$ cat src/rtl/wb_stage_if.sv
// Handshake and writeback bus between the MEM stage and the writeback stage.
// Master drives instructions and memory responses. Slave returns the register-file write port.
interface wb_stage_if #(
  parameter int XLEN    = 32,
  parameter int NUM_SRC = 5,
  parameter int SEL_W   = 3
);
  logic                    in_valid;
  logic                    in_ready;
  logic [SEL_W-1:0]        wb_sel;
  logic [NUM_SRC*XLEN-1:0] src_data;
  logic [2:0]              ld_funct3;
  logic [1:0]              addr_lo;
  logic [4:0]              rd;
  logic                    reg_we;
  logic                    flush;
  logic                    mem_rvalid;
  logic [XLEN-1:0]         mem_rdata;
  logic                    rf_we;
  logic [4:0]              rf_waddr;
  logic [XLEN-1:0]         rf_wdata;
  logic                    ld_err;
  logic                    busy;

  modport master (
    output in_valid, wb_sel, src_data, ld_funct3, addr_lo, rd, reg_we, flush,
           mem_rvalid, mem_rdata,
    input  in_ready, rf_we, rf_waddr, rf_wdata, ld_err, busy
  );

  modport slave (
    input  in_valid, wb_sel, src_data, ld_funct3, addr_lo, rd, reg_we, flush,
           mem_rvalid, mem_rdata,
    output in_ready, rf_we, rf_waddr, rf_wdata, ld_err, busy
  );
endinterface

$ cat src/rtl/wb_stage.sv
// Registered writeback stage: selects a result source, or waits (with a timeout) for load data and formats it.
// Latency is 1 cycle after accept or after the load data arrives. in_ready is low while a load waits in WAIT.
module wb_stage #(
  parameter int XLEN        = 32,
  parameter int NUM_SRC     = 5,
  parameter int SEL_W       = 3,
  parameter int MEM_SEL     = 1,
  parameter int TIMEOUT_CYC = 16
) (
  input  logic     clk,
  input  logic     rst,
  wb_stage_if.slave bus
);
  localparam int CNT_W = (TIMEOUT_CYC > 1) ? $clog2(TIMEOUT_CYC) : 1;

  localparam logic [2:0] F3_LB  = 3'b000;
  localparam logic [2:0] F3_LH  = 3'b001;
  localparam logic [2:0] F3_LW  = 3'b010;
  localparam logic [2:0] F3_LBU = 3'b100;
  localparam logic [2:0] F3_LHU = 3'b101;

  typedef enum logic [0:0] {S_IDLE, S_WAIT} state_t;

  state_t          state;
  logic [CNT_W-1:0] cnt;
  logic [4:0]      lat_rd;
  logic            lat_we;
  logic [2:0]      lat_f3;
  logic [1:0]      lat_lo;
  logic [XLEN-1:0] src_sel;
  logic            accept;
  logic            is_load;

  function automatic logic [XLEN-1:0] fmt_load(input logic [2:0] f3,
                                               input logic [1:0] lo,
                                               input logic [XLEN-1:0] d);
    logic [XLEN-1:0] bsh;
    logic [XLEN-1:0] hsh;
    logic [7:0]      b;
    logic [15:0]     h;
    bsh = d >> {lo, 3'b000};
    hsh = d >> {lo[1], 4'b0000};
    b   = bsh[7:0];
    h   = hsh[15:0];
    case (f3)
      F3_LB:   fmt_load = {{(XLEN-8){b[7]}}, b};
      F3_LH:   fmt_load = {{(XLEN-16){h[15]}}, h};
      F3_LW:   fmt_load = d;
      F3_LBU:  fmt_load = {{(XLEN-8){1'b0}}, b};
      F3_LHU:  fmt_load = {{(XLEN-16){1'b0}}, h};
      default: fmt_load = '0;
    endcase
  endfunction

  function automatic logic misaligned(input logic [2:0] f3, input logic [1:0] lo);
    misaligned = ((f3 == F3_LH || f3 == F3_LHU) && lo[0]) ||
                 ((f3 == F3_LW) && (lo != 2'b00));
  endfunction

  // Out-of-range selects fall through to zero.
  always_comb begin
    src_sel = '0;
    for (int i = 0; i < NUM_SRC; i++) begin
      if (bus.wb_sel == SEL_W'(i)) src_sel = bus.src_data[i*XLEN +: XLEN];
    end
  end

  assign bus.in_ready = (state == S_IDLE);
  assign bus.busy     = (state == S_WAIT);
  assign accept       = bus.in_valid & bus.in_ready & ~bus.flush;
  assign is_load      = (bus.wb_sel == SEL_W'(MEM_SEL));

  always_ff @(posedge clk or posedge rst) begin
    if (rst) begin
      state        <= S_IDLE;
      cnt          <= '0;
      lat_rd       <= '0;
      lat_we       <= 1'b0;
      lat_f3       <= '0;
      lat_lo       <= '0;
      bus.rf_we    <= 1'b0;
      bus.rf_waddr <= '0;
      bus.rf_wdata <= '0;
      bus.ld_err   <= 1'b0;
    end else begin
      bus.rf_we  <= 1'b0;
      bus.ld_err <= 1'b0;
      case (state)
        S_IDLE: begin
          if (accept) begin
            if (!is_load) begin
              bus.rf_wdata <= src_sel;
              bus.rf_waddr <= bus.rd;
              bus.rf_we    <= bus.reg_we & (bus.rd != 5'd0);
            end else if (misaligned(bus.ld_funct3, bus.addr_lo)) begin
              bus.ld_err <= 1'b1;
            end else if (bus.mem_rvalid) begin
              bus.rf_wdata <= fmt_load(bus.ld_funct3, bus.addr_lo, bus.mem_rdata);
              bus.rf_waddr <= bus.rd;
              bus.rf_we    <= bus.reg_we & (bus.rd != 5'd0);
            end else begin
              lat_rd <= bus.rd;
              lat_we <= bus.reg_we;
              lat_f3 <= bus.ld_funct3;
              lat_lo <= bus.addr_lo;
              cnt    <= '0;
              state  <= S_WAIT;
            end
          end
        end
        S_WAIT: begin
          // A flush wins over data arriving in the same cycle.
          if (bus.flush) begin
            state <= S_IDLE;
          end else if (bus.mem_rvalid) begin
            bus.rf_wdata <= fmt_load(lat_f3, lat_lo, bus.mem_rdata);
            bus.rf_waddr <= lat_rd;
            bus.rf_we    <= lat_we & (lat_rd != 5'd0);
            state        <= S_IDLE;
          end else if (cnt == CNT_W'(TIMEOUT_CYC - 1)) begin
            bus.ld_err <= 1'b1;
            state      <= S_IDLE;
          end else begin
            cnt <= cnt + 1'b1;
          end
        end
        default: state <= S_IDLE;
      endcase
    end
  end
endmodule

$ cat src/flat_wrapper.sv
// flat-port wrapper written by rule: the top's interface ports become plain ports
module wb_stage_flat 
#(
  parameter int XLEN        = 32,
  parameter int NUM_SRC     = 5,
  parameter int SEL_W       = 3,
  parameter int MEM_SEL     = 1,
  parameter int TIMEOUT_CYC = 16
)
  (clk, rst, bus_in_valid, bus_wb_sel, bus_src_data, bus_ld_funct3, bus_addr_lo, bus_rd, bus_reg_we, bus_flush, bus_mem_rvalid, bus_mem_rdata, bus_in_ready, bus_rf_we, bus_rf_waddr, bus_rf_wdata, bus_ld_err, bus_busy);
  wb_stage_if #(.XLEN(XLEN), .NUM_SRC(NUM_SRC), .SEL_W(SEL_W)) bus_i ();
  input  logic clk;
  input  logic rst;
  input wire logic [$bits(bus_i.in_valid)-1:0] bus_in_valid;
  input wire logic [$bits(bus_i.wb_sel)-1:0] bus_wb_sel;
  input wire logic [$bits(bus_i.src_data)-1:0] bus_src_data;
  input wire logic [$bits(bus_i.ld_funct3)-1:0] bus_ld_funct3;
  input wire logic [$bits(bus_i.addr_lo)-1:0] bus_addr_lo;
  input wire logic [$bits(bus_i.rd)-1:0] bus_rd;
  input wire logic [$bits(bus_i.reg_we)-1:0] bus_reg_we;
  input wire logic [$bits(bus_i.flush)-1:0] bus_flush;
  input wire logic [$bits(bus_i.mem_rvalid)-1:0] bus_mem_rvalid;
  input wire logic [$bits(bus_i.mem_rdata)-1:0] bus_mem_rdata;
  output wire logic [$bits(bus_i.in_ready)-1:0] bus_in_ready;
  output wire logic [$bits(bus_i.rf_we)-1:0] bus_rf_we;
  output wire logic [$bits(bus_i.rf_waddr)-1:0] bus_rf_waddr;
  output wire logic [$bits(bus_i.rf_wdata)-1:0] bus_rf_wdata;
  output wire logic [$bits(bus_i.ld_err)-1:0] bus_ld_err;
  output wire logic [$bits(bus_i.busy)-1:0] bus_busy;
  assign bus_i.in_valid = bus_in_valid;
  assign bus_i.wb_sel = bus_wb_sel;
  assign bus_i.src_data = bus_src_data;
  assign bus_i.ld_funct3 = bus_ld_funct3;
  assign bus_i.addr_lo = bus_addr_lo;
  assign bus_i.rd = bus_rd;
  assign bus_i.reg_we = bus_reg_we;
  assign bus_i.flush = bus_flush;
  assign bus_i.mem_rvalid = bus_mem_rvalid;
  assign bus_i.mem_rdata = bus_mem_rdata;
  assign bus_in_ready = bus_i.in_ready;
  assign bus_rf_we = bus_i.rf_we;
  assign bus_rf_waddr = bus_i.rf_waddr;
  assign bus_rf_wdata = bus_i.rf_wdata;
  assign bus_ld_err = bus_i.ld_err;
  assign bus_busy = bus_i.busy;
  wb_stage #(.XLEN(XLEN), .NUM_SRC(NUM_SRC), .SEL_W(SEL_W), .MEM_SEL(MEM_SEL), .TIMEOUT_CYC(TIMEOUT_CYC)) u_core (.clk(clk), .rst(rst), .bus(bus_i));
endmodule
$ cat config.mk
export PLATFORM = sky130hd
export DESIGN_NAME = wb_stage_flat
export DESIGN_NICKNAME = d
export VERILOG_FILES = /design/src/rtl/wb_stage_if.sv /design/src/rtl/wb_stage.sv /design/src/flat_wrapper.sv
export SDC_FILE = /design/constraint.sdc
export NUM_CORES = 1
export LEC_CHECK = 0
export CAP_MARGIN = 10
export CORE_UTILIZATION = 37
export CTS_BUF_LIST = sky130_fd_sc_hd__clkbuf_4 sky130_fd_sc_hd__clkbuf_8 sky130_fd_sc_hd__clkbuf_16
export DETAILED_ROUTE_END_ITERATION = 16
export PLACE_DENSITY = 0.82
export SYNTH_ARGS = -nofsm -noshare
export SYNTH_HDL_FRONTEND = slang
export SYNTH_SLANG_ARGS = --single-unit
$ cat constraint.sdc
create_clock -name clk -period 2.1 [get_ports clk]
set_clock_uncertainty 0.05 [all_clocks]
set_input_delay 0.42 -clock clk [delete_from_list [all_inputs] [get_ports clk]]
set_output_delay 0.42 -clock clk [all_outputs]
set_load 0.03 [all_outputs]
# Word level (Yosys, flattened, before mapping)
# Index checks and enable logic that the tools add are counted.
[classes]
mux = 50
n_bitwise = 8
n_eq_ne = 23
reduce_logical = 13
shifts = 4
add_sub_neg = 1
[ops]
columns = ["op", "count"]
rows = [
  ["$mux 32", 10],
  ["$pmux 32 s5", 2],
  ["$pmux 32 s2", 1],
  ["$shr 32x5->16", 2],
  ["$shr 32x5->8", 2],
  ["$mux 5", 6],
  ["$mux 4", 7],
  ["$mux 1", 19],
  ["$ne 2x2->1 const B", 8],
  ["$eq 3x3->1 const B", 5],
  ["$eq 3x2->1 const B", 4],
  ["$pmux 5 s2", 1],
  ["$reduce_and 5->1", 2],
  ["$reduce_bool 5->1", 2],
  ["$eq 3x1->1 const B", 3],
  ["$logic_not 3->1", 3],
  ["$pmux 4 s2", 1],
  ["$reduce_and 7->1", 1],
  ["$ne 3x3->1 const B", 2],
  ["$pmux 1 s2", 3],
  ["$add 4x1->4 const B", 1],
  ["$and 1x1->1", 4],
  ["$eq 4x4->1 const B", 1],
  ["$not 1->1", 4],
  ["other kinds (3)", 5],
]
[word_totals]
reg_bits = 55
elab_cells = 109

# Depth between registers and ports, before layout
[depth]
ltp_word = 8
depth_mapped = 8
mapped_depth_nobuf = 6

# Worst setup path before layout
# No wires, ideal clock.
[synth_path]
path_type = "reg-to-reg"
start = "reg u_core.state, in the netlist u_core.bus.busy"
end = "reg u_core.bus.rf_wdata[16]"
path_buffers = 2
period_less_slack_ns = 2.005
stages_incl_launch_ff = 7
t_arrival_ns = 1.873
required_ns = 1.968
path_slack_ns = 0.095
cell_sequence = "dfrtp_1 -> buf_2 -> inv_1 -> a211oi_1 -> clkbuf_1 -> o21ai_0 -> a31oi_1"
[synth_between]
elab_chain_cells = 5
[synth_lines]
columns = ["item", "line", "source"]
rows = [
  ["start: declaration", "wb_stage.sv:24", "state_t state;"],
  ["start signal: assignment", "wb_stage.sv:75", "state <= S_IDLE;"],
  ["start signal: assignment", "wb_stage.sv:107", "state <= S_WAIT;"],
  ["start signal: assignment", "wb_stage.sv:114", "state <= S_IDLE;"],
  ["$not 1->1 (no line) *", "--", ""],
  ["net bus_in_ready", "flat_wrapper.sv:24", "output wire logic [$bits(bus_i.in_ready)-1:0] bus_in_ready;"],
  ["$and 1x1->1 (2 in series)", "wb_stage.sv:70", "assign accept = bus.in_valid & bus.in_ready & ~bus.flush;"],
  ["$ne 2x2->1 (no line)", "--", ""],
  ["$reduce_and 5->1 (no line)", "--", ""],
  ["end signal: assignment", "wb_stage.sv:92", "bus.rf_wdata <= src_sel;"],
  ["end signal: assignment", "wb_stage.sv:98", "bus.rf_wdata <= fmt_load(bus.ld_funct3, bus.addr_lo, bus.mem_rdata);"],
  ["end signal: assignment", "wb_stage.sv:116", "bus.rf_wdata <= fmt_load(lat_f3, lat_lo, bus.mem_rdata);"],
  ["end: declaration", "wb_stage_if.sv:34", "output in_ready, rf_we, rf_waddr, rf_wdata, ld_err, busy"],
]
# Mark *: on every way through the listed nets, which the timed path passes. The rest lies on a longest branch.
# A chain may end at the register's enable or synchronous reset.

# Worst setup path after layout
[layout_path]
start = "in bus_mem_rdata[7]"
end = "reg u_core.bus.rf_wdata[15]"
[layout_between]
elab_chain_cells = 7
[layout_lines]
columns = ["item", "line", "source"]
rows = [
  ["start: declaration", "flat_wrapper.sv:23", "input wire logic [$bits(bus_i.mem_rdata)-1:0] bus_mem_rdata;"],
  ["$shr 32x5->8", "wb_stage.sv:41", "bsh = d >> {lo, 3'b000};"],
  ["$pmux 32 s5", "wb_stage.sv:45", "case (f3)"],
  ["$mux 32", "wb_stage.sv:97", "end else if (bus.mem_rvalid) begin"],
  ["$mux 32", "wb_stage.sv:95", "end else if (misaligned(bus.ld_funct3, bus.addr_lo)) begin"],
  ["$mux 32", "wb_stage.sv:91", "if (!is_load) begin"],
  ["$mux 32", "wb_stage.sv:90", "if (accept) begin"],
  ["$pmux 32 s2 *", "wb_stage.sv:88", "case (state)"],
]
# Every way passes the cells marked *; elsewhere a longest branch is shown, timed or not. The select of a mux whose other input is x is not followed.

==> results_dict.tcl <==
set metrics [dict create \
    status "finished clean" \
    slowest_delay_ns 0.49 \
    cts_sinks 55 \
    power_leakage_nw 3.16 \
    port_buffers 219 \
    ir_drop_mv 0.430 \
    grt_pass1_vias 5762 \
    yosys.area.top_type "dfrtp_1" \
    crit_required_ns 2.24 \
    initial_core_util_pct 38.6 \
    die_w_um 118 \
    drt-total-wl_um 19200 \
    dr.pass1.iters 5 \
    maxSlewViolCount 0 \
    fmax_ghz 0.503 \
    htreeDepth 2 \
    grt_overflow 0 \
    finalHoldViolations 0 \
    antenna_cells 0 \
    final.min_clock_period_ns 1.99 \
    worst-setup-path-type "primary input to flop" \
    setup_ws_ns 0.114 \
    syn_avg_cell_area_um2 8.21 \
    period_share_pct 94.6 \
    core_mm2 0.0129 \
    synth_nets 817 \
    synth_top_flop_cell "dfrtp_1" \
    arrival_ns 2.13 \
    syn_area_mm2 0.00497 \
    powerDensity_mw_per_mm2 555 \
    drcViolationCount 0 \
    cts_buffers 5 \
    synth_seq_cells 55 \
    path_cells "clkdlybuf4s50_1 -> mux4_2 -> and3b_1 -> a221oi_2 -> o21ai_1 -> o32a_1" \
    track_usage_pct 27.1 \
    crit_path_max_fanout 3 \
    cts-root-buf "clkbuf_16" \
    first_iter_violations 407 \
    cts_tree "done" \
    finalSetupViolCount 0 \
    synthArstFlopShare_pct 100 \
    num_rows 41 \
    holdWs_ns 0.424 \
    ys_types 60 \
    ant_nets 0 \
    antenna_found_initial 0 \
    crit_path_start_kind "primary input" \
    maxSlewHeadroom_pct 55.5 \
    hold_path_class "primary input to async pin" \
    ioPinCount 252 \
    vias 5720 \
    yosys_warnings 0 \
    tightest_slew_ns 0.660 \
    synth-seq-area-share_pct 27.7 \
    clk_latency_ns 0.30 \
    place_ws_ns -0.393 \
    grt_first_pass_wirelength_um 30000 \
    die_h_um 118 \
    grt_max_degree 56 \
    synthTopCellsByArea "dfrtp_1, mux2i_1, o21ai_0" \
    nFillCells 1134 \
    area_growth_syn_to_layout_pct 59.0 \
    clk_pin_slew_ns 0.08 \
    syn_inst 605 \
    cap_violations 0 \
    yosysMostFrequentCell "o21ai_0" \
    cts.path.max_buffers 2 \
    drive_above_1_share_pct 15.1 \
    crit_slowest_cell "mux4_2" \
    place_congestion 0.961 \
    drt-wirelength-per-cell_um 18.8 \
    via_per_inst 5.60 \
    dpl.hpwl_um 15200 \
    dieArea_mm2 0.0139 \
    nets 1060 \
    synth_edf_count 0 \
    synth_top_area_share_pct 27.7 \
    worst_setup_path_end_kind "flop" \
    netlist_top_cells_count "o21ai_0, nor2_1, mux2i_1" \
    cts_setup_buffers 0 \
]
cell usage in the layout, fill, tap and decap left out, drive strengths merged, types with 19 or more instances in the layout:
cell type	count
clkdlybuf4s50	207
mux2i	58
mux2	19
o21ai	67
dfrtp	55
o22ai	25
a31oi	23
nor2	61
and2	21
buf	78
nand2	36
critical path: cells and delay by family:
| family | cells | cell delay, ns |
|---|---|---|
| buffers and inverters | 1 | 0.46 |
| AO/OA/AOI/OAI | 3 | 0.54 |
| multiplexers | 1 | 0.49 |
| AND/OR/NAND/NOR | 1 | 0.21 |
state kept, by name (all words and copies together), names as in the netlist:
signal               count
u_core.lat_f3            3
u_core.bus.ld_err        1
u_core.bus.rf_wdata     32
u_core.bus.rf_we         1
u_core.lat_we            1
u_core.lat_rd            5
u_core.cnt               4
u_core.bus.busy          1
u_core.bus.rf_waddr      5
u_core.lat_lo            2
per-stage QoR:
step / utilization (%) / cell area, µm² / power, mW / std cells / TNS (ns)
4_1_cts: 61.1 / 7870 / 4.39 / 1021 / 0
5_1_grt: 61.4 / 7900 / 4.61 / 1021 / -0.00561
3_5_place_dp: 60.0 / 7720 / 3.50 / 1013 / -16.62
6_report: 61.4 / 7900 / 4.39 / 1021 / 0
3_3_place_gp: 60.0 / 7720 / 3.47 / 1013 / -14.97
2_1_floorplan: - / 4970 / 2.49 / 605 / 0
path summary, 6_finish.rpt:
path,slack (ns),endpoint,cells after the start,startpoint
min in group clk,0.46,u_core.lat_we$_DFFE_PP0P_,1,u_core.lat_we$_DFFE_PP0P_
worst max register to register,0.20,u_core.bus.rf_wdata[31]$_DFFE_PP0P_,7,u_core.bus.busy$_DFF_PP0_
worst min-delay path,0.42,u_core.cnt[0]$_DFFE_PP0P_,3,rst
max in group asynchronous,1.30,u_core.bus.rf_wdata[16]$_DFFE_PP0P_,3,rst
worst max-delay path,0.11,u_core.bus.rf_wdata[15]$_DFFE_PP0P_,6,bus_mem_rdata[7]
worst min register to register,0.46,u_core.lat_we$_DFFE_PP0P_,1,u_core.lat_we$_DFFE_PP0P_
cells by family (layout without fill, tap and decap cells):
family,after synthesis,after routing,share of synthesized area [%]
buf+inv,62,306,6.17
mux,78,78,16.4
xor+xnor,1,1,0.176
compound gates,233,233,31.5
simple gates,175,175,17.7
fa+ha+maj,1,1,0.252
flops,55,55,27.7
final cells by class:
cell class / count / area [µm²] / share of cell area [%]
Inverter: 4 / 15.0 / 0.190
Tap cell: 172 / 215 / 2.72
Sequential cell: 55 / 1380 / 17.4
Multi-Input combinational cell: 488 / 3310 / 41.9
Timing Repair Buffer: 294 / 2830 / 35.8
Clock buffer: 5 / 125 / 1.58
Clock inverter: 3 / 26.3 / 0.332
repair_timing:
item / in CTS / in global routing
setup endpoints to repair: 26 / 39
resized for setup: 8 / 9
hold endpoints to repair: 0 / 0
cloned: 0 / 0
hold buffers: 0 / 0
pin swaps: 0 / 3
per-layer routing:
metal | global-route usage, % | part of all wire, % | up-vias
met5 | 0 | 0 | -
met4 | 9.38 | 3.0 | 0
met3 | 6.35 | 7.3 | 35
met2 | 45.8 | 48 | 250
met1 | 33.6 | 42 | 2673
li1 | - | - | 2762
power by group:
group	total (mW)	internal, mW	switching, mW
registers	1.38	1.24	0.137
clock network	0.880	0.455	0.426
logic	2.13	1.07	1.06
Power figures use the tool's default switching activity.
==> RTL change: new RTL, config.mk and constraints unchanged <==
Reset style: synchronous (`rst`), changed in one clocked block.
--- a/src/rtl/wb_stage.sv
+++ b/src/rtl/wb_stage.sv
@@ -70,7 +70,7 @@
   assign accept       = bus.in_valid & bus.in_ready & ~bus.flush;
   assign is_load      = (bus.wb_sel == SEL_W'(MEM_SEL));
 
-  always_ff @(posedge clk or posedge rst) begin
+  always_ff @(posedge clk) begin
     if (rst) begin
       state        <= S_IDLE;
       cnt          <= '0;
Function: differs if rst is asserted again (counterexample within 4 cycles, from zero or initial values and one cycle with rst high); with rst held inactive, the same outputs for 4 cycles.
==> RTL change against the original RTL <==
Cell area increased by 0.71%; sequential cell count unchanged; synthesized area is 3.0% lower; critical endpoint is now u_core.bus.rf_wdata[11]; global-route usage grew 1.7 points; count of clock-buffer cells in the layout is the same; worst setup slack got worse by 0.034 ns; wire length rose by 3.8%; largest power group unchanged; total power is 22% lower.
==> RTL change: results (changes against the original RTL) <==
Outcome
  – Status: finished, final reports clean

Detailed routing
  – DRC viols: 0 (unchanged)
  – Post-DR vias/cell: 5.93 (+5.9%)
  – 1st-iter DRT viols: 542 (+33%)
  – TritonRoute pass-1 iters: 5 (unchanged)
  – Overall routed net length: 19900 µm (+3.8%)

Cells and area
  – Share of layout cells above drive strength 1: 18.0% (+3.0 points)
  – Nets: 1093 (+3.1%)
  – Biggest regs: u_core.bus.rf_wdata (32), u_core.bus.rf_waddr (5), u_core.lat_rd (5)

Clock tree
  – Clock transition at path regs: 0.08 ns (about the same)
  – H-tree depth: 2 (unchanged)
  – Clk_lat worst skew: 0.30 ns (about the same)
  – Maximum clock insertion buffer count: 2 (unchanged)
  – Hold_buf cts: 0 (unchanged)
  – TritonCTS buffer count: 5 (unchanged)
  – Root Driver: clkbuf_16

Min path
  – Hold Path Class: primary input to flip-flop
  – HP Start: rst
  – WHS Endpoint: u_core.lat_rd[0]
  – WHS Path Cells: 2

Logic synthesis
  – Mux share of post-synthesis cell area: 13.8% (-2.7 points)
  – Yosys cell types: 59 (-1.7%)
  – Complex-gate fraction of the synthesized area: 32.9% (+1.4 points)
  – Syn Nets: 841 (+2.9%)
  – Post-Synth Adder-Cell Area: 0.260% (+0.0079 points)
  – Syn. warnings: 0 (unchanged)
  – Synth area leaders: dfxtp_1, mux2i_1, nor2_1
  – XOR/XNOR share of the synthesized area: 0% (-0.18 points)
  – Async set-or-reset flop fraction in the synthesized netlist: 0% (-100 points)
  – Register area share after synthesis: 22.9% (-4.8 points)
  – Post-synth top flop: dfxtp_1
  – Post-synth top cells: nor2_1, nor3_1, dfxtp_1

GRT
  – Global-route wire length before repair: 30200 µm (+0.44%)
  – Number of global-route vias before repair: 6093 (+5.7%)
  – Gr usage total: 28.8% (+1.7 points)
  – Antenna violations before repair: 0 (unchanged)
  – Largest net degree at the start of global routing: 36 (-36%)

Placed design
  – I/O Buffers: 219 (unchanged)
  – Detailed Place HPWL: 15700 µm (+3.3%)
  – Final Wtd Congestion: 0.925 (-3.7%)

Critical path
  – CP peak stage delay: ~0.5 ns
  – Critical-path top delay cell: clkdlybuf4s50_1
  – Worst r2r dst: u_core.bus.rf_wdata[2]
  – Worst R2R Start: u_core.lat_f3[0]
  – Crit path max fanout: 8 (+5)
  – Reg2reg path depth: 6 (-1)
  – Largest delay share family, worst path: compound AO/OA/AOI/OAI gates
  – FF-to-FF setup slack: 0.19 ns

Pwr
  – Leak pwr: 2.94 nW (-6.9%)
  – Maximum vdd drop: 0.000298 V (-31%)

Timing
  – Worst-Margin Slew: 0.479 ns (-0.181 ns)
==> RTL change: cell count changes in the layout (fill, tap and decap cells not counted), moves of 16 or more <==
cell,change
a31oi_1,-22
a22oi_1,+25
nor3_1,+56
buf_4,+16
dfrtp_1,-55
dfxtp_1,+53
nor2_1,+18
nand2_1,-22
o21ai_0,-32
==> RTL change: per-stage QoR <==
| stage | utilization [%] | setup WS, ns | instance area (µm²) | hold slack [ns] | cells |
|---|---|---|---|---|---|
| after floorplan | - | 0.0111 | 4820 | 0.393 | 629 |
| after global placement | 60.6 | -0.388 | 7680 | 0.406 | 1043 |
| after detailed placement | 60.6 | -0.494 | 7680 | 0.422 | 1043 |
| after CTS | 62.1 | 0.0111 | 7870 | 0.424 | 1053 |
| after global routing | 62.8 | -0.0499 | 7960 | 0.434 | 1054 |
| final | 62.8 | 0.0797 | 7960 | 0.422 | 1055 |
==> RTL change: final cells by class <==
class                           count  area (µm²)
Tap cell                          172         215
Clock buffer                        5         125
Fill cell                        1113        4710
Multi-Input combinational cell    503        3490
Sequential cell                    55        1100
Clock inverter                      3        18.8
Antenna cell                        1        2.50
Timing Repair Buffer              310        2980
Inverter                            6        22.5
==> RTL change: what timing repair did <==
action,in CTS,in global routing
buffers inserted,2,0
gates resized for setup,12,20
pin swaps,4,4
setup endpoints to repair,41,36
cloned,0,1
==> RTL change: how the worst max path moves through the flow <==
stage                     slack, ns               from                      end  cells after the start
after floorplan                0.01    u_core.bus.busy  u_core.bus.rf_wdata[18]                      6
after global placement        -0.39      bus_wb_sel[2]   u_core.bus.rf_wdata[9]                      6
after detailed placement      -0.49     bus_addr_lo[1]  u_core.bus.rf_wdata[12]                      6
after CTS                      0.01      bus_wb_sel[1]  u_core.bus.rf_wdata[31]                      8
after global routing          -0.05  bus_mem_rdata[15]  u_core.bus.rf_wdata[11]                      7
final                          0.08  bus_mem_rdata[23]  u_core.bus.rf_wdata[11]                      7
==> RTL change: cell families (layout without fill, tap and decap cells) <==
kind of cell / after synthesis / count (layout)
and+or+nand+nor: 223 / 223
AOI/OAI and AO/OA: 215 / 215
buffers and inverters: 71 / 324
muxes: 64 / 64
DFF: 55 / 55
adders and majority gates: 1 / 1
other: 0 / 1
==> RTL change: layer usage <==
| metal | vias up | share of wire (%) | GRT usage, % |
|---|---|---|---|
| met1 | 2908 | 41 | 36.6 |
| met2 | 369 | 46 | 47.3 |
| met5 | - | 0 | 0 |
| li1 | 2921 | - | - |
| met4 | 0 | 3.8 | 13.6 |
| met3 | 62 | 9.1 | 5.03 |
==> RTL change: power breakdown <==
| group | internal (mW) | leakage (nW) | switching [mW] |
|---|---|---|---|
| clock network | 0.444 | 0.0740 | 0.411 |
| registers | 1.11 | 0.452 | 0.0379 |
| logic | 0.745 | 2.42 | 0.661 |
| total | 2.30 | 2.94 | 1.11 |
